<file path="src/rtl/mem_port_sequencer_pkg.sv">
// Shared types for the memory port sequencer: FSM states, requester IDs and
// MemLength codes.
package mem_port_sequencer_pkg;

    typedef enum logic [2:0] {
        ST_IDLE   = 3'd0,
        ST_SETUP  = 3'd1,
        ST_STROBE = 3'd2,
        ST_WAIT   = 3'd3,
        ST_DONE   = 3'd4
    } seq_state_e;

    typedef enum logic {
        REQ_F = 1'b0,
        REQ_D = 1'b1
    } req_id_e;

    localparam logic LEN_BYTE = 1'b0;
    localparam logic LEN_WORD = 1'b1;

    // Bit 1 of the one-hot grant is the data path, bit 0 the fetch path.
    function automatic req_id_e gnt_to_id(input logic [1:0] gnt_onehot);
        req_id_e id;
        if (gnt_onehot[1]) begin
            id = REQ_D;
        end else begin
            id = REQ_F;
        end
        return id;
    endfunction

endpackage

</file>
<file path="src/rtl/mem_port_sequencer_if.sv">
// Requester and memory-side signal bundle of the memory port sequencer.
// master = sequencer side, slave = requesters plus memory.
interface mem_port_sequencer_if #(
    parameter int ADDR_W = 32,
    parameter int DATA_W = 32
);
    logic              F_Req;
    logic [ADDR_W-1:0] F_Addr;
    logic              F_Gnt;
    logic              F_Done;

    logic              D_Req;
    logic              D_Wr;
    logic              D_Len;
    logic [ADDR_W-1:0] D_Addr;
    logic [DATA_W-1:0] D_WrData;
    logic              D_Gnt;
    logic              D_Done;

    logic [DATA_W-1:0] RdData;
    logic              Err;

    logic [ADDR_W-1:0] MemAddr;
    logic [DATA_W-1:0] MemWData;
    logic [DATA_W-1:0] MemRData;
    logic              MemEnable;
    logic              MemLength;
    logic              MemRd;
    logic              MemWr;
    logic              MemRdy;
    logic              Busy;

    modport master (
        input  F_Req, F_Addr, D_Req, D_Wr, D_Len, D_Addr, D_WrData, MemRData, MemRdy,
        output F_Gnt, F_Done, D_Gnt, D_Done, RdData, Err,
               MemAddr, MemWData, MemEnable, MemLength, MemRd, MemWr, Busy
    );

    modport slave (
        output F_Req, F_Addr, D_Req, D_Wr, D_Len, D_Addr, D_WrData, MemRData, MemRdy,
        input  F_Gnt, F_Done, D_Gnt, D_Done, RdData, Err,
               MemAddr, MemWData, MemEnable, MemLength, MemRd, MemWr, Busy
    );

endinterface

</file>
<file path="src/rtl/mem_port_sequencer_rr_arb2.sv">
// Two-way round-robin picker: a lone requester wins, on a tie the side that
// was not served last wins.
module rr_arb2
    import mem_port_sequencer_pkg::*;
(
    input  logic [1:0] req,
    input  req_id_e    last,
    output logic [1:0] gnt_onehot
);

    // One-hot grant selection from the request pair and last owner
    always_comb begin
        gnt_onehot = 2'b00;
        case (req)
            2'b01:   gnt_onehot = 2'b01;
            2'b10:   gnt_onehot = 2'b10;
            2'b11:   gnt_onehot = (last == REQ_F) ? 2'b10 : 2'b01;
            default: gnt_onehot = 2'b00;
        endcase
    end

endmodule

</file>
<file path="src/rtl/mem_port_sequencer.sv">
// Arbitrates the fetch and data paths onto the single memory port and runs the
// SETUP / STROBE / WAIT / DONE handshake with a WAIT-state timeout.
module mem_port_sequencer
    import mem_port_sequencer_pkg::*;
#(
    parameter int ADDR_W     = 32,
    parameter int DATA_W     = 32,
    parameter int STROBE_CYC = 2,
    parameter int TIMEOUT    = 16
) (
    input  logic                 Clk,
    input  logic                 Reset,
    mem_port_sequencer_if.master bus
);

    localparam logic [3:0] STROBE_LAST = 4'(STROBE_CYC - 1);
    localparam logic [7:0] WAIT_LAST   = 8'(TIMEOUT - 1);

    seq_state_e        state_r,   state_nxt_s;
    req_id_e           owner_r,   owner_nxt_s;
    req_id_e           last_r,    last_nxt_s;
    logic              wr_r,      wr_nxt_s;
    logic              len_r,     len_nxt_s;
    logic [ADDR_W-1:0] addr_r,    addr_nxt_s;
    logic [DATA_W-1:0] wdata_r,   wdata_nxt_s;
    logic [DATA_W-1:0] rd_data_r, rd_data_nxt_s;
    logic              err_r,     err_nxt_s;
    logic [3:0]        strobe_cnt_r;
    logic [7:0]        wait_cnt_r;
    logic [1:0]        gnt_onehot_s;

    logic in_xfer_s;
    logic mem_en_r,  mem_en_nxt_s;
    logic mem_rd_r,  mem_rd_nxt_s;
    logic mem_wr_r,  mem_wr_nxt_s;
    logic f_gnt_r,   f_gnt_nxt_s;
    logic d_gnt_r,   d_gnt_nxt_s;
    logic f_done_r,  f_done_nxt_s;
    logic d_done_r,  d_done_nxt_s;
    logic busy_r,    busy_nxt_s;

    rr_arb2 u_arb (
        .req        ({bus.D_Req, bus.F_Req}),
        .last       (last_r),
        .gnt_onehot (gnt_onehot_s)
    );

    // Next state, transfer latches and completion status
    always_comb begin
        state_nxt_s   = state_r;
        owner_nxt_s   = owner_r;
        last_nxt_s    = last_r;
        wr_nxt_s      = wr_r;
        len_nxt_s     = len_r;
        addr_nxt_s    = addr_r;
        wdata_nxt_s   = wdata_r;
        rd_data_nxt_s = rd_data_r;
        err_nxt_s     = err_r;
        case (state_r)
            ST_IDLE: begin
                err_nxt_s = 1'b0;
                if (gnt_onehot_s != 2'b00) begin
                    state_nxt_s = ST_SETUP;
                    owner_nxt_s = gnt_to_id(gnt_onehot_s);
                    if (gnt_to_id(gnt_onehot_s) == REQ_D) begin
                        wr_nxt_s    = bus.D_Wr;
                        len_nxt_s   = bus.D_Len;
                        addr_nxt_s  = bus.D_Addr;
                        wdata_nxt_s = bus.D_Wr ? bus.D_WrData : {DATA_W{1'b0}};
                    end else begin
                        wr_nxt_s    = 1'b0;
                        len_nxt_s   = LEN_WORD;
                        addr_nxt_s  = bus.F_Addr;
                        wdata_nxt_s = {DATA_W{1'b0}};
                    end
                end else begin
                    state_nxt_s = ST_IDLE;
                end
            end
            ST_SETUP: begin
                state_nxt_s = ST_STROBE;
            end
            ST_STROBE: begin
                if (strobe_cnt_r == STROBE_LAST) begin
                    state_nxt_s = ST_WAIT;
                end else begin
                    state_nxt_s = ST_STROBE;
                end
            end
            ST_WAIT: begin
                // A ready on the final WAIT cycle still counts as success
                if (bus.MemRdy) begin
                    state_nxt_s = ST_DONE;
                    err_nxt_s   = 1'b0;
                    if (!wr_r) begin
                        rd_data_nxt_s = bus.MemRData;
                    end else begin
                        rd_data_nxt_s = rd_data_r;
                    end
                end else if (wait_cnt_r == WAIT_LAST) begin
                    state_nxt_s   = ST_DONE;
                    err_nxt_s     = 1'b1;
                    rd_data_nxt_s = {DATA_W{1'b0}};
                end else begin
                    state_nxt_s = ST_WAIT;
                end
            end
            ST_DONE: begin
                state_nxt_s = ST_IDLE;
                last_nxt_s  = owner_r;
                err_nxt_s   = 1'b0;
            end
            default: begin
                state_nxt_s = ST_IDLE;
            end
        endcase
    end

    // Output values for the coming cycle, decoded from the next state
    always_comb begin
        in_xfer_s    = (state_nxt_s == ST_SETUP) || (state_nxt_s == ST_STROBE) ||
                       (state_nxt_s == ST_WAIT);
        mem_en_nxt_s = in_xfer_s;
        mem_rd_nxt_s = (state_nxt_s == ST_STROBE) && !wr_nxt_s;
        mem_wr_nxt_s = (state_nxt_s == ST_STROBE) && wr_nxt_s;
        f_gnt_nxt_s  = in_xfer_s && (owner_nxt_s == REQ_F);
        d_gnt_nxt_s  = in_xfer_s && (owner_nxt_s == REQ_D);
        f_done_nxt_s = (state_nxt_s == ST_DONE) && (owner_nxt_s == REQ_F);
        d_done_nxt_s = (state_nxt_s == ST_DONE) && (owner_nxt_s == REQ_D);
        busy_nxt_s   = (state_nxt_s != ST_IDLE);
    end

    // State, latches and registered outputs
    always_ff @(posedge Clk or posedge Reset) begin
        if (Reset) begin
            state_r   <= ST_IDLE;
            owner_r   <= REQ_F;
            last_r    <= REQ_F;
            wr_r      <= 1'b0;
            len_r     <= LEN_BYTE;
            addr_r    <= {ADDR_W{1'b0}};
            wdata_r   <= {DATA_W{1'b0}};
            rd_data_r <= {DATA_W{1'b0}};
            err_r     <= 1'b0;
            mem_en_r  <= 1'b0;
            mem_rd_r  <= 1'b0;
            mem_wr_r  <= 1'b0;
            f_gnt_r   <= 1'b0;
            d_gnt_r   <= 1'b0;
            f_done_r  <= 1'b0;
            d_done_r  <= 1'b0;
            busy_r    <= 1'b0;
        end else begin
            state_r   <= state_nxt_s;
            owner_r   <= owner_nxt_s;
            last_r    <= last_nxt_s;
            wr_r      <= wr_nxt_s;
            len_r     <= len_nxt_s;
            addr_r    <= addr_nxt_s;
            wdata_r   <= wdata_nxt_s;
            rd_data_r <= rd_data_nxt_s;
            err_r     <= err_nxt_s;
            mem_en_r  <= mem_en_nxt_s;
            mem_rd_r  <= mem_rd_nxt_s;
            mem_wr_r  <= mem_wr_nxt_s;
            f_gnt_r   <= f_gnt_nxt_s;
            d_gnt_r   <= d_gnt_nxt_s;
            f_done_r  <= f_done_nxt_s;
            d_done_r  <= d_done_nxt_s;
            busy_r    <= busy_nxt_s;
        end
    end

    // Strobe and WAIT cycle counters restart on every entry to their state
    always_ff @(posedge Clk or posedge Reset) begin
        if (Reset) begin
            strobe_cnt_r <= 4'd0;
            wait_cnt_r   <= 8'd0;
        end else begin
            if (state_r == ST_STROBE) begin
                strobe_cnt_r <= strobe_cnt_r + 4'd1;
            end else begin
                strobe_cnt_r <= 4'd0;
            end
            if (state_r == ST_WAIT) begin
                wait_cnt_r <= wait_cnt_r + 8'd1;
            end else begin
                wait_cnt_r <= 8'd0;
            end
        end
    end

    assign bus.MemEnable = mem_en_r;
    assign bus.MemRd     = mem_rd_r;
    assign bus.MemWr     = mem_wr_r;
    assign bus.MemAddr   = addr_r;
    assign bus.MemWData  = wdata_r;
    assign bus.MemLength = len_r;
    assign bus.F_Gnt     = f_gnt_r;
    assign bus.D_Gnt     = d_gnt_r;
    assign bus.F_Done    = f_done_r;
    assign bus.D_Done    = d_done_r;
    assign bus.RdData    = rd_data_r;
    assign bus.Err       = err_r;
    assign bus.Busy      = busy_r;

endmodule

</file>
<file path="src/flat_wrapper.sv">
// flat-port wrapper written by rule: the top's interface ports become plain ports
module mem_port_sequencer_flat import mem_port_sequencer_pkg::*;
#(
    parameter int ADDR_W     = 32,
    parameter int DATA_W     = 32,
    parameter int STROBE_CYC = 2,
    parameter int TIMEOUT    = 16
)
  (Clk, Reset, bus_F_Req, bus_F_Addr, bus_D_Req, bus_D_Wr, bus_D_Len, bus_D_Addr, bus_D_WrData, bus_MemRData, bus_MemRdy, bus_F_Gnt, bus_F_Done, bus_D_Gnt, bus_D_Done, bus_RdData, bus_Err, bus_MemAddr, bus_MemWData, bus_MemEnable, bus_MemLength, bus_MemRd, bus_MemWr, bus_Busy);
  mem_port_sequencer_if #(.ADDR_W(ADDR_W), .DATA_W(DATA_W)) bus_i ();
  input  logic Clk;
  input  logic Reset;
  input wire logic [$bits(bus_i.F_Req)-1:0] bus_F_Req;
  input wire logic [$bits(bus_i.F_Addr)-1:0] bus_F_Addr;
  input wire logic [$bits(bus_i.D_Req)-1:0] bus_D_Req;
  input wire logic [$bits(bus_i.D_Wr)-1:0] bus_D_Wr;
  input wire logic [$bits(bus_i.D_Len)-1:0] bus_D_Len;
  input wire logic [$bits(bus_i.D_Addr)-1:0] bus_D_Addr;
  input wire logic [$bits(bus_i.D_WrData)-1:0] bus_D_WrData;
  input wire logic [$bits(bus_i.MemRData)-1:0] bus_MemRData;
  input wire logic [$bits(bus_i.MemRdy)-1:0] bus_MemRdy;
  output wire logic [$bits(bus_i.F_Gnt)-1:0] bus_F_Gnt;
  output wire logic [$bits(bus_i.F_Done)-1:0] bus_F_Done;
  output wire logic [$bits(bus_i.D_Gnt)-1:0] bus_D_Gnt;
  output wire logic [$bits(bus_i.D_Done)-1:0] bus_D_Done;
  output wire logic [$bits(bus_i.RdData)-1:0] bus_RdData;
  output wire logic [$bits(bus_i.Err)-1:0] bus_Err;
  output wire logic [$bits(bus_i.MemAddr)-1:0] bus_MemAddr;
  output wire logic [$bits(bus_i.MemWData)-1:0] bus_MemWData;
  output wire logic [$bits(bus_i.MemEnable)-1:0] bus_MemEnable;
  output wire logic [$bits(bus_i.MemLength)-1:0] bus_MemLength;
  output wire logic [$bits(bus_i.MemRd)-1:0] bus_MemRd;
  output wire logic [$bits(bus_i.MemWr)-1:0] bus_MemWr;
  output wire logic [$bits(bus_i.Busy)-1:0] bus_Busy;
  assign bus_i.F_Req = bus_F_Req;
  assign bus_i.F_Addr = bus_F_Addr;
  assign bus_i.D_Req = bus_D_Req;
  assign bus_i.D_Wr = bus_D_Wr;
  assign bus_i.D_Len = bus_D_Len;
  assign bus_i.D_Addr = bus_D_Addr;
  assign bus_i.D_WrData = bus_D_WrData;
  assign bus_i.MemRData = bus_MemRData;
  assign bus_i.MemRdy = bus_MemRdy;
  assign bus_F_Gnt = bus_i.F_Gnt;
  assign bus_F_Done = bus_i.F_Done;
  assign bus_D_Gnt = bus_i.D_Gnt;
  assign bus_D_Done = bus_i.D_Done;
  assign bus_RdData = bus_i.RdData;
  assign bus_Err = bus_i.Err;
  assign bus_MemAddr = bus_i.MemAddr;
  assign bus_MemWData = bus_i.MemWData;
  assign bus_MemEnable = bus_i.MemEnable;
  assign bus_MemLength = bus_i.MemLength;
  assign bus_MemRd = bus_i.MemRd;
  assign bus_MemWr = bus_i.MemWr;
  assign bus_Busy = bus_i.Busy;
  mem_port_sequencer #(.ADDR_W(ADDR_W), .DATA_W(DATA_W), .STROBE_CYC(STROBE_CYC), .TIMEOUT(TIMEOUT)) u_core (.Clk(Clk), .Reset(Reset), .bus(bus_i));
endmodule
</file>
<file path="config.mk">
export PLATFORM = sky130hd
export DESIGN_NAME = mem_port_sequencer_flat
export DESIGN_NICKNAME = d
export VERILOG_FILES = /design/src/rtl/mem_port_sequencer_pkg.sv /design/src/rtl/mem_port_sequencer_if.sv /design/src/rtl/mem_port_sequencer_rr_arb2.sv /design/src/rtl/mem_port_sequencer.sv /design/src/flat_wrapper.sv
export SDC_FILE = /design/constraint.sdc
export NUM_CORES = 1
export LEC_CHECK = 0
export CAP_MARGIN = 40
export CORE_MARGIN = 2
export CORE_UTILIZATION = 38
export CTS_BUF_LIST = sky130_fd_sc_hd__clkbuf_4
export DETAILED_ROUTE_END_ITERATION = 6
export PLACE_DENSITY_LB_ADDON = 0.15
export RECOVER_POWER = 100
export SLEW_MARGIN = 20
export SYNTH_ARGS = -nofsm -noshare
export SYNTH_HDL_FRONTEND = slang
export SYNTH_SLANG_ARGS = --single-unit
</file>
<file path="constraint.sdc">
create_clock -name Clk -period 3.9 [get_ports Clk]
set_input_delay 0.78 -clock Clk [delete_from_list [all_inputs] [get_ports Clk]]
set_output_delay 0.78 -clock Clk [all_outputs]
set_load 0.02 [all_outputs]
</file>
==> summary.txt, run 1 <==
Synthesis
  • Ys async rst share: 100%
  • Register bit count reported by yosys: 124
  • Syn avg cell area: 12.7 um^2
  • Post-synthesis sequential area ratio: 62.9%
  • Ys flop type: dfrtp_1
  • Mapped Area: 4940 um^2
  • Synth Instances: 390
  • Post-synthesis cell type count: 39
  • Yosys warns: 0
  • Syn Nets: 528
  • EDFF count, synth: 0

Worst setup path
  • CP startpoint kind: input pin
  • CP Depth: 6
  • Slowest CP cell: clkbuf_1
  • Reg-to-Reg Start: u_core.state_r[1]
  • R2R setup slack: 1.40 ns
  • CP delay by family, top: buffers and inverters
  • Slowest stage delay, CP: 1.03 ns
  • CP bufs+invs: 2
  • CP Class: input pin to flop
  • Critical R2R Capture: u_core.bus.MemWr
  • Worst EP required: 4.35 ns
  • Critical path fanouts, max: 33
  • Critical Path, Cell by Cell: dlygate4sd3_1, a21boi_0, and3_1, clkbuf_1, a21o_1, nor2b_1
  • Critical Path End Type: flop
  • Reg2Reg Depth: 5
  • CP arrival: 3.17 ns

Placed design
  • Dpl hpwl: 9800 um
  • Dpl ws: 1.28 ns
  • Port Buffers: 240
  • GP Congestion: 0.781

Power
  • Net Sw Frac: 39.0%
  • Cell Pwr Density: 714 nW/um^2
  • Combinational share of power: 46.0%
  • Cell-internal power: 3.35 mW
  • Reg power frac: 38.1%
  • Final Total Pwr: 5.49 mW
  • Worst VDD drop: 0.335 mV
  • Sw power: 2.14 mW
  • Clk pwr share: 15.9%
  • P_leak: 3.61 nW

Floorplanning
  • Width of the die: 118 um
  • DIE AREA: 13900 um^2
  • Placement row count: 41
  • Core area: 12700 um^2
  • Initial Util: 39.0%
  • Die Ht: 118 um
  • # IOs: 241

Flow run
  • Max-Cap Viols: 1

Timing
  • Max-slew violation count: 125
  • Max_slew headroom: -8.42%
  • Least-Margin Pin Slew: 1.63 ns
  • Achievable frequency: 0.367 GHz
  • Final count of negative-setup-slack endpoints: 0
  • Tcrit/Tclk final: 69.9%
  • Fin crit period: 2.73 ns
  • Count of final hold-check violations: 0
  • TNS Setup: 0 ns
  • Layout Skew: 0.0104 ns
  • Unrepaired setup endpoints after global routing: no
  • WHS: 0.473 ns
  • Worst setup margin: 1.17 ns

Layout
  • Share of layout cells above drive strength 1: 6.53%
  • Final core utilization: 60.7%
  • Area grow syn2layout: 55.8%
  • Fillers: 1084
  • Nets: 768

Drt
  • Vias per cell: 4.93
  • Drt wl/cell: 16.7 um
  • Vias after detailed routing: 4022
  • Detail Route Antenna Nets: 0
  • Drt drc: 0
  • Drt pass-1 iters: 4
  • DR iter-0 viols: 207
  • Final wirelength: 13600 um

Status
  • Violated checks: max-capacitance violations, max-slew violations
  • Status: finished, violations left

CTS
  • CTS H-tree lvls: 4
  • Total CTS buffers: 17
  • CTS tree: yes
  • Reg clk slew, reported paths: 0.10 ns
  • # clock sinks: 124
  • CTS Hold Bufs: 0
  • Setup bufs post-CTS: 0
  • CTS-repair resized insts: 0
  • Clk buf depth: 2
  • Root buffer cell: clkbuf_4
  • Worst-Skew Late Latency: 0.52 ns

Global route
  • First-pass GRT wire length: 21800 um
  • Vias in the first global route: 4168
  • Total global routing overflow: 0
  • GRT Util Overall: 20.2%
  • Initial antenna violation count: 1
  • Largest net degree at the start of global routing: 125

Worst hold path
  • WHS Endpoint: u_core.wait_cnt_r[0]
  • Worst hold stages: 1
  • Worst Min Path Start: u_core.wait_cnt_r[0]
  • Hold Crit Class: flop to flop
==> sequential cells by signal (all words and copies together), names as in the netlist, 3 cells and up <==
signal / cells
u_core.bus.MemAddr: 32
u_core.bus.RdData: 32
u_core.bus.MemWData: 32
u_core.state_r: 3
u_core.strobe_cnt_r: 4
u_core.wait_cnt_r: 8
==> how the worst max path moves through the flow <==
stage,start,endpoint,slack [ns]
after floorplan,Reset,u_core.bus.Busy,1.59
after global placement,bus_D_Req,u_core.bus.MemAddr[21],1.32
after detailed placement,bus_D_Req,u_core.bus.F_Done,1.28
after CTS,u_core.bus.MemWData[9],bus_MemWData[9],1.50
after global routing,bus_F_Req,u_core.bus.MemWr,1.03
final,bus_F_Req,u_core.bus.MemWr,1.17
==> Yosys cell counts (all sizes together), types with 2 or more instances <==
library cell,count,area (um^2)
clkbuf,7,26.3
buf,19,139
nand3,4,25.0
nor2,20,82.6
dfrtp,124,3100
nand2,34,128
inv,6,22.5
and2,3,18.8
nor2b,3,18.8
or2,2,12.5
a22o,64,561
mux2i,32,320
nand2b,3,18.8
o21ai,37,189
xnor2,4,35.0
nor3,5,35.0
a21oi,2,10.0
xor2,4,35.0
and3,3,18.8
ha,3,37.5
==> power by group through the flow <==
stage	Sequential [mW]	Combinational, mW	Clock, mW
3_5_place_dp	2.13	2.77	0
3_3_place_gp	2.13	2.73	0
5_1_grt	2.16	2.72	0.959
4_1_cts	2.12	2.78	0.896
2_1_floorplan	2.69	0.860	0
6_report	2.09	2.53	0.873
==> cell families (layout without fill, tap and decap cells) <==
family                     after synthesis  after routing  share of synthesized area (%)
DFF                                    124            124                           62.9
AOI/OAI and AO/OA                      110            110                           16.7
and+or+nand+nor                         80             80                           7.76
muxes                                   33             33                           6.72
buffers and inverters                   32            285                           3.80
xor gates and xnor gates                 8              8                           1.42
adders and majority gates                3              3                          0.761
other                                    0              1                              0
==> routing by layer <==
metal	routed length [um]	up-vias	GRT usage (%)
li1	-	1885	-
met1	5550	1928	23.6
met2	6460	187	32.8
met3	1330	22	8.72
met4	296	0	7.83
met5	0	-	0
==> through the flow <==
step	instances	instance area [um^2]
floorplan	390	4940
global route	816	7690
global placement	783	7480
detailed placement	783	7480
finish	816	7690
CTS	815	7750
==> cells in the final DEF (no fill, tap or decap), drive strengths merged, types with 2 or more instances in the layout <==
cell,synthesis,layout
nand2b,3,3
clkbuf,7,23
dfrtp,124,124
or2,2,2
nand3,4,4
mux2i,32,32
a21oi,2,2
nor2b,3,3
nor3,5,5
bufinv,0,2
nor2,20,20
buf,19,3
clkinvlp,0,6
nand2,34,34
a22o,64,64
clkinv,0,7
and3,3,3
and2,3,3
clkdlybuf4s50,0,132
inv,6,4
dlygate4sd3,0,108
xor2,4,4
o21ai,37,37
ha,3,3
xnor2,4,4
==> area by class of cell <==
cell class	instances	area [um^2]	area share, %
well taps	172	215	2.80
multi-input cells	234	1630	21.2
flip-flops and latches	124	3100	40.4
clock buffers	19	143	1.85
inverters	6	26.3	0.342
repair buffers	247	2440	31.8
clock inverters	13	126	1.64
diodes	1	2.50	0.0325
Power figures use the tool's default switching activity.
==> run 2, diff against run 1 <==
==> constraint.sdc (replaced) <==
create_clock -name Clk -period 2.38 [get_ports Clk]
set_input_delay 0.476 -clock Clk [delete_from_list [all_inputs] [get_ports Clk]]
set_output_delay 0.476 -clock Clk [all_outputs]
set_load 0.02 [all_outputs]
==> run 2 against run 1 <==
Against the previous run: the run now ends clean; register-to-register slack got worse by 1.0 ns; clock skew decreased by 0.0019 ns; utilization increased by 0.36 points; first-iteration DRC count increased by 10%; total power increased by 63%; clock power increased by 55%; die area unchanged; critical endpoint is now bus_MemWData[9]; largest cell class unchanged.
==> summary.txt, run 2 (synthesis gave the netlist of run 1 again) <==
Global route
  • First-pass GRT wire length: 22000 um (+0.66%)
  • Initial antenna violation count: 1 (unchanged)
  • Total global routing overflow: 0 (unchanged)
  • GRT Util Overall: 20.4% (+0.20 points)
  • Largest net degree at the start of global routing: 125 (unchanged)
  • Vias in the first global route: 4201 (+0.79%)

CTS
  • Worst-Skew Late Latency: 0.51 ns (about the same)
  • Clk buf depth: 2 (unchanged)
  • # clock sinks: 124 (unchanged)
  • CTS Hold Bufs: 0 (unchanged)
  • Root buffer cell: clkbuf_4
  • CTS H-tree lvls: 4 (unchanged)
  • CTS tree: yes
  • CTS-repair resized insts: 0 (unchanged)
  • Total CTS buffers: 17 (unchanged)
  • Reg clk slew, reported paths: 0.10 ns (about the same)
  • Setup bufs post-CTS: 0 (unchanged)

Drt
  • DR iter-0 viols: 228 (+10%)
  • Drt drc: 0 (unchanged)
  • Final wirelength: 13500 um (-0.64%)
  • Detail Route Antenna Nets: 0 (unchanged)
  • Vias after detailed routing: 4011 (-0.27%)
  • Drt pass-1 iters: 4 (unchanged)
  • Vias per cell: 4.92 (-0.27%)
  • Drt wl/cell: 16.6 um (-0.64%)

Floorplanning
  • Initial Util: 39.0% (unchanged)
  • Placement row count: 41 (unchanged)
  • # IOs: 241 (unchanged)
  • DIE AREA: 13900 um^2 (unchanged)
  • Die Ht: 118 um (unchanged)
  • Core area: 12700 um^2 (unchanged)
  • Width of the die: 118 um (unchanged)

Power
  • Net Sw Frac: 38.4% (-0.62 points)
  • P_leak: 3.65 nW (+1.2%)
  • Reg power frac: 38.4% (+0.3 points)
  • Combinational share of power: 46.5% (+0.5 points)
  • Cell Pwr Density: 1160 nW/um^2 (+62%)
  • Worst VDD drop: 0.534 mV (+60%)
  • Clk pwr share: 15.1% (-0.8 points)
  • Final Total Pwr: 8.96 mW (+63%)
  • Cell-internal power: 5.52 mW (+65%)
  • Sw power: 3.44 mW (+60%)

Layout
  • Area grow syn2layout: 56.7%
  • Final core utilization: 61.0% (+0.36 points)
  • Finished Cell Area: 7730 um^2 (+0.59%)
  • Nets: 768 (unchanged)
  • Commonest non-fill, non-tap cell in the layout: clkdlybuf4s50_1
  • Commonest non-fill, non-tap cells in the layout: clkdlybuf4s50_1 (132), dfrtp_1 (124), dlygate4sd3_1 (108)
  • Share of layout cells above drive strength 1: 6.38% (-0.16 points)

Status
  • Status: finished clean

Worst setup path
  • Worst EP required: 1.90 ns (-2.45 ns)
  • CP bufs+invs: 1 (-1)
  • CP Depth: 1 (-5)
  • Critical Path, Cell by Cell: dlygate4sd3_1
  • CP delay by family, top: buffers and inverters
  • Critical Path End Type: output pin
  • Critical path fanouts, max: 2 (-94%)
  • CP Class: flop to output pin
  • Slowest CP cell: dlygate4sd3_1
  • CP arrival: 1.61 ns (-1.56 ns)
  • Reg2Reg Depth: 4 (-1)
  • CP startpoint kind: flop
  • Slowest stage delay, CP: 0.73 ns (-0.30 ns)

Timing
  • Fin crit period: 2.08 ns
  • Achievable frequency: 0.480 GHz
  • Unrepaired setup endpoints after global routing: no
  • Tcrit/Tclk final: 87.5%
  • Layout Skew: 0.00848 ns (-0.00194 ns)
  • Count of final hold-check violations: 0 (unchanged)
  • Least-Margin Pin Slew: 0.821 ns (-0.806 ns)
  • Final count of negative-setup-slack endpoints: 0 (unchanged)
  • Max_slew headroom: 44.7% (+53 points)
  • Max-slew violation count: 0 (-100%)
  • TNS Setup: 0 ns (unchanged)

Worst hold path
  • Hold Crit Class: flop to flop
  • Worst hold stages: 1 (unchanged)

Flow run
  • Max-Cap Viols: 0 (-1)

Placed design
  • Port Buffers: 240 (unchanged)
  • GP Congestion: 0.781 (unchanged)
  • Post-DP Area: 7520 um^2 (+0.60%)
  • Dpl hpwl: 9860 um (+0.68%)
[run 2: cell type report]
type / instances / area (um^2)
timing repair buffer: 247 / 2500
fill: 1062 / 4940
sequential: 124 / 3100
inverter: 6 / 23.8
clock inverter: 12 / 104
tap: 172 / 215
multi-input combinational: 234 / 1640
clock buffer: 20 / 150
antenna: 1 / 2.50
[run 2: final timing paths]
check	start	endpoint	slack, ns
max	u_core.bus.MemWData[9]	bus_MemWData[9]	0.30
min	u_core.wait_cnt_r[0]	u_core.wait_cnt_r[0]	0.46
max reg2reg	u_core.wait_cnt_r[4]	u_core.bus.RdData[14]	0.36
min reg2reg	u_core.wait_cnt_r[0]	u_core.wait_cnt_r[0]	0.46
max in group asynchronous	Reset	u_core.bus.MemWData[9]	1.27
min in group asynchronous	Reset	u_core.bus.RdData[4]	0.61
[run 2: power by group through the flow]
stage | Combinational [mW] | Sequential [mW] | Clock [mW]
2_1_floorplan | 1.41 | 4.40 | 0
3_3_place_gp | 4.51 | 3.49 | 0
3_5_place_dp | 4.59 | 3.50 | 0
4_1_cts | 4.60 | 3.49 | 1.42
5_1_grt | 4.48 | 3.56 | 1.52
6_report | 4.17 | 3.44 | 1.35
[run 2: metal layers]
metal  global-route usage (%)  share of wire (%)  routed length [um]
met4                     9.11                2.7                 361
met5                        0                  0                   0
met3                     8.33                8.8                1190
met2                     32.5                 48                6450
met1                     24.1                 41                5540
[run 2: per-stage QoR]
step,hold WS (ns),setup slack [ns],cells
after detailed placement,0.444,0.240,783
after global placement,0.439,-0.0426,783
after floorplan,0.425,0.379,390
after CTS,0.458,0.280,815
final,0.455,0.298,816
after global routing,0.489,0.139,816
==> run 3, diff against run 2 <==
--- a/config.mk
+++ b/config.mk
@@ -6,7 +6,6 @@
 export NUM_CORES = 1
 export LEC_CHECK = 0
 export CAP_MARGIN = 40
-export CORE_MARGIN = 2
 export CORE_UTILIZATION = 38
 export CTS_BUF_LIST = sky130_fd_sc_hd__clkbuf_4
 export DETAILED_ROUTE_END_ITERATION = 6
==> run 3 against run 2 <==
Against the previous run: the run now ends with max-capacitance violations, max-slew violations left; routed wire length decreased by 5.2%; register-to-register slack worse by 0.06 ns; non-clock buffer count increased by 2; worst setup slack got worse by 0.018 ns; combinational power is essentially flat; maximum frequency is 0.84% lower; final cell count up 0.25%; global-route usage is 0.58 points lower; final area rose by 0.65%.
==> summary.txt, run 3 (synthesis gave the netlist of run 1 again) <==
Drt
  • Drt pass-1 iters: 4 (unchanged)
  • Vias per cell: 4.79 (-2.5%)
  • Drt drc: 0 (unchanged)
  • DR iter-0 viols: 150 (-34%)
  • Detail Route Antenna Nets: 0 (unchanged)
  • Vias after detailed routing: 3920 (-2.3%)
  • Final wirelength: 12800 um (-5.2%)
  • Drt wl/cell: 15.7 um (-5.4%)

Power
  • Cell Pwr Density: 1170 nW/um^2 (+1.2%)
  • Worst VDD drop: 0.639 mV (+20%)
  • Final Total Pwr: 9.12 mW (+1.9%)
  • P_leak: 3.67 nW (+0.46%)

Global route
  • Initial antenna violation count: 1 (unchanged)
  • GRT Util Overall: 19.8% (-0.58 points)
  • First-pass GRT wire length: 19700 um (-10%)
  • Vias in the first global route: 3962 (-5.7%)
  • Largest net degree at the start of global routing: 63 (-50%)
  • Total global routing overflow: 0 (unchanged)

Floorplanning
  • Die Ht: 116 um (-1.7%)
  • Placement row count: 41 (unchanged)
  • Width of the die: 116 um (-1.7%)
  • Core area: 12600 um^2 (-0.40%)
  • Initial Util: 39.1% (+0.16 points)
  • DIE AREA: 13400 um^2 (-3.4%)
  • # IOs: 241 (unchanged)

Timing
  • Layout Skew: 0.0138 ns (+0.00529 ns)
  • Final count of negative-setup-slack endpoints: 0 (unchanged)
  • Least-Margin Pin Slew: 1.51 ns (+0.689 ns)
  • Unrepaired setup endpoints after global routing: no
  • Tcrit/Tclk final: 88.2% (+0.74 points)
  • Max_slew headroom: -0.635% (-45 points)
  • Fin crit period: 2.10 ns (+0.0177 ns)
  • Achievable frequency: 0.476 GHz (-0.84%)
  • Count of final hold-check violations: 0 (unchanged)
  • Worst setup margin: 0.281 ns (-0.0177 ns)
  • Max-slew violation count: 63 (+63)

Worst setup path
  • Slowest CP cell: dlygate4sd3_1
  • Worst EP required: 1.90 ns (about the same)
  • CP bufs+invs: 1 (unchanged)
  • Critical Path End Type: output pin
  • CP delay by family, top: buffers and inverters
  • Slowest stage delay, CP: 0.74 ns (about the same)
  • CP arrival: 1.62 ns (about the same)
  • CP Class: flop to output pin
  • Critical Path, Cell by Cell: dlygate4sd3_1
  • CP startpoint kind: flop
  • Critical path fanouts, max: 2 (unchanged)

Flow run
  • Max-Cap Viols: 2 (+2)

CTS
  • Reg clk slew, reported paths: 0.10 ns (about the same)
  • Setup bufs post-CTS: 0 (unchanged)
  • CTS tree: yes
  • # clock sinks: 124 (unchanged)
  • Root buffer cell: clkbuf_4
  • CTS-repair resized insts: 0 (unchanged)
  • Total CTS buffers: 17 (unchanged)
  • Worst-Skew Late Latency: 0.51 ns (about the same)
  • Clk buf depth: 2 (unchanged)
  • CTS H-tree lvls: 4 (unchanged)
  • CTS Hold Bufs: 0 (unchanged)

Placed design
  • Post-DP Area: 7560 um^2 (+0.43%)
  • Dpl ws: 0.231 ns (-0.00922 ns)
  • Port Buffers: 240 (unchanged)
  • Dpl hpwl: 9370 um (-5.0%)
  • GP Congestion: 0.711 (-9.0%)

Layout
  • Fillers: 1055 (-0.66%)
  • Area grow syn2layout: 57.7%
  • Share of layout cells above drive strength 1: 6.20% (-0.17 points)
  • Nets: 770 (+0.26%)
  • Commonest non-fill, non-tap cell in the layout: clkdlybuf4s50_1
  • Register Area: 3100 um^2 (unchanged)
  • Commonest non-fill, non-tap cells in the layout: clkdlybuf4s50_1 (132), dfrtp_1 (124), dlygate4sd3_1 (108)
  • Multi-input gate area: 1640 um^2 (unchanged)
  • Finished Cell Area: 7780 um^2 (+0.65%)

Worst hold path
  • Hold Crit Class: flop to flop

Status
  • Status: finished, violations left
  • Violated checks: max-capacitance violations, max-slew violations
## run 3: layout make-up
cell class	count	area share [%]
flip-flops and latches	124	39.9
multi-input cells	234	21.0
clock buffers	20	1.93
inverters	6	0.338
well taps	172	2.76
diodes	1	0.0321
repair buffers	249	32.1
clock inverters	12	1.94
## run 3: worst paths after layout
| check | startpoint | to | slack (ns) | cells after the start |
|---|---|---|---|---|
| max in group asynchronous | Reset | u_core.bus.MemWData[17] | 0.48 | 3 |
| min in group asynchronous | Reset | u_core.bus.RdData[24] | 0.99 | 3 |
| min | u_core.wait_cnt_r[0] | u_core.wait_cnt_r[0] | 0.46 | 1 |
| max reg2reg | u_core.wait_cnt_r[4] | u_core.bus.RdData[2] | 0.30 | 5 |
| max | u_core.bus.MemWData[5] | bus_MemWData[5] | 0.28 | 1 |
| min reg2reg | u_core.wait_cnt_r[0] | u_core.wait_cnt_r[0] | 0.46 | 1 |
## run 3: layer usage
| metal | wire (um) | track usage, % |
|---|---|---|
| met4 | 201 | 8.89 |
| met2 | 6200 | 31.3 |
| met3 | 1360 | 8.79 |
| met5 | 0 | 0 |
| met1 | 5090 | 23.2 |
## run 3: per-stage QoR
stage	hold slack [ns]	util [%]	TNS [ns]	std cells
2_1_floorplan	0.425	-	0	390
3_3_place_gp	0.439	59.8	-0.621	784
3_5_place_dp	0.450	59.9	0	784
4_1_cts	0.390	62.3	0	816
5_1_grt	0.477	61.7	0	818
6_report	0.460	61.7	0	818
## run 3: report_power, final
group,total (mW),internal [mW],switching [mW]
logic,4.14,1.93,2.22
registers,3.41,2.96,0.449
clock network,1.57,0.844,0.728
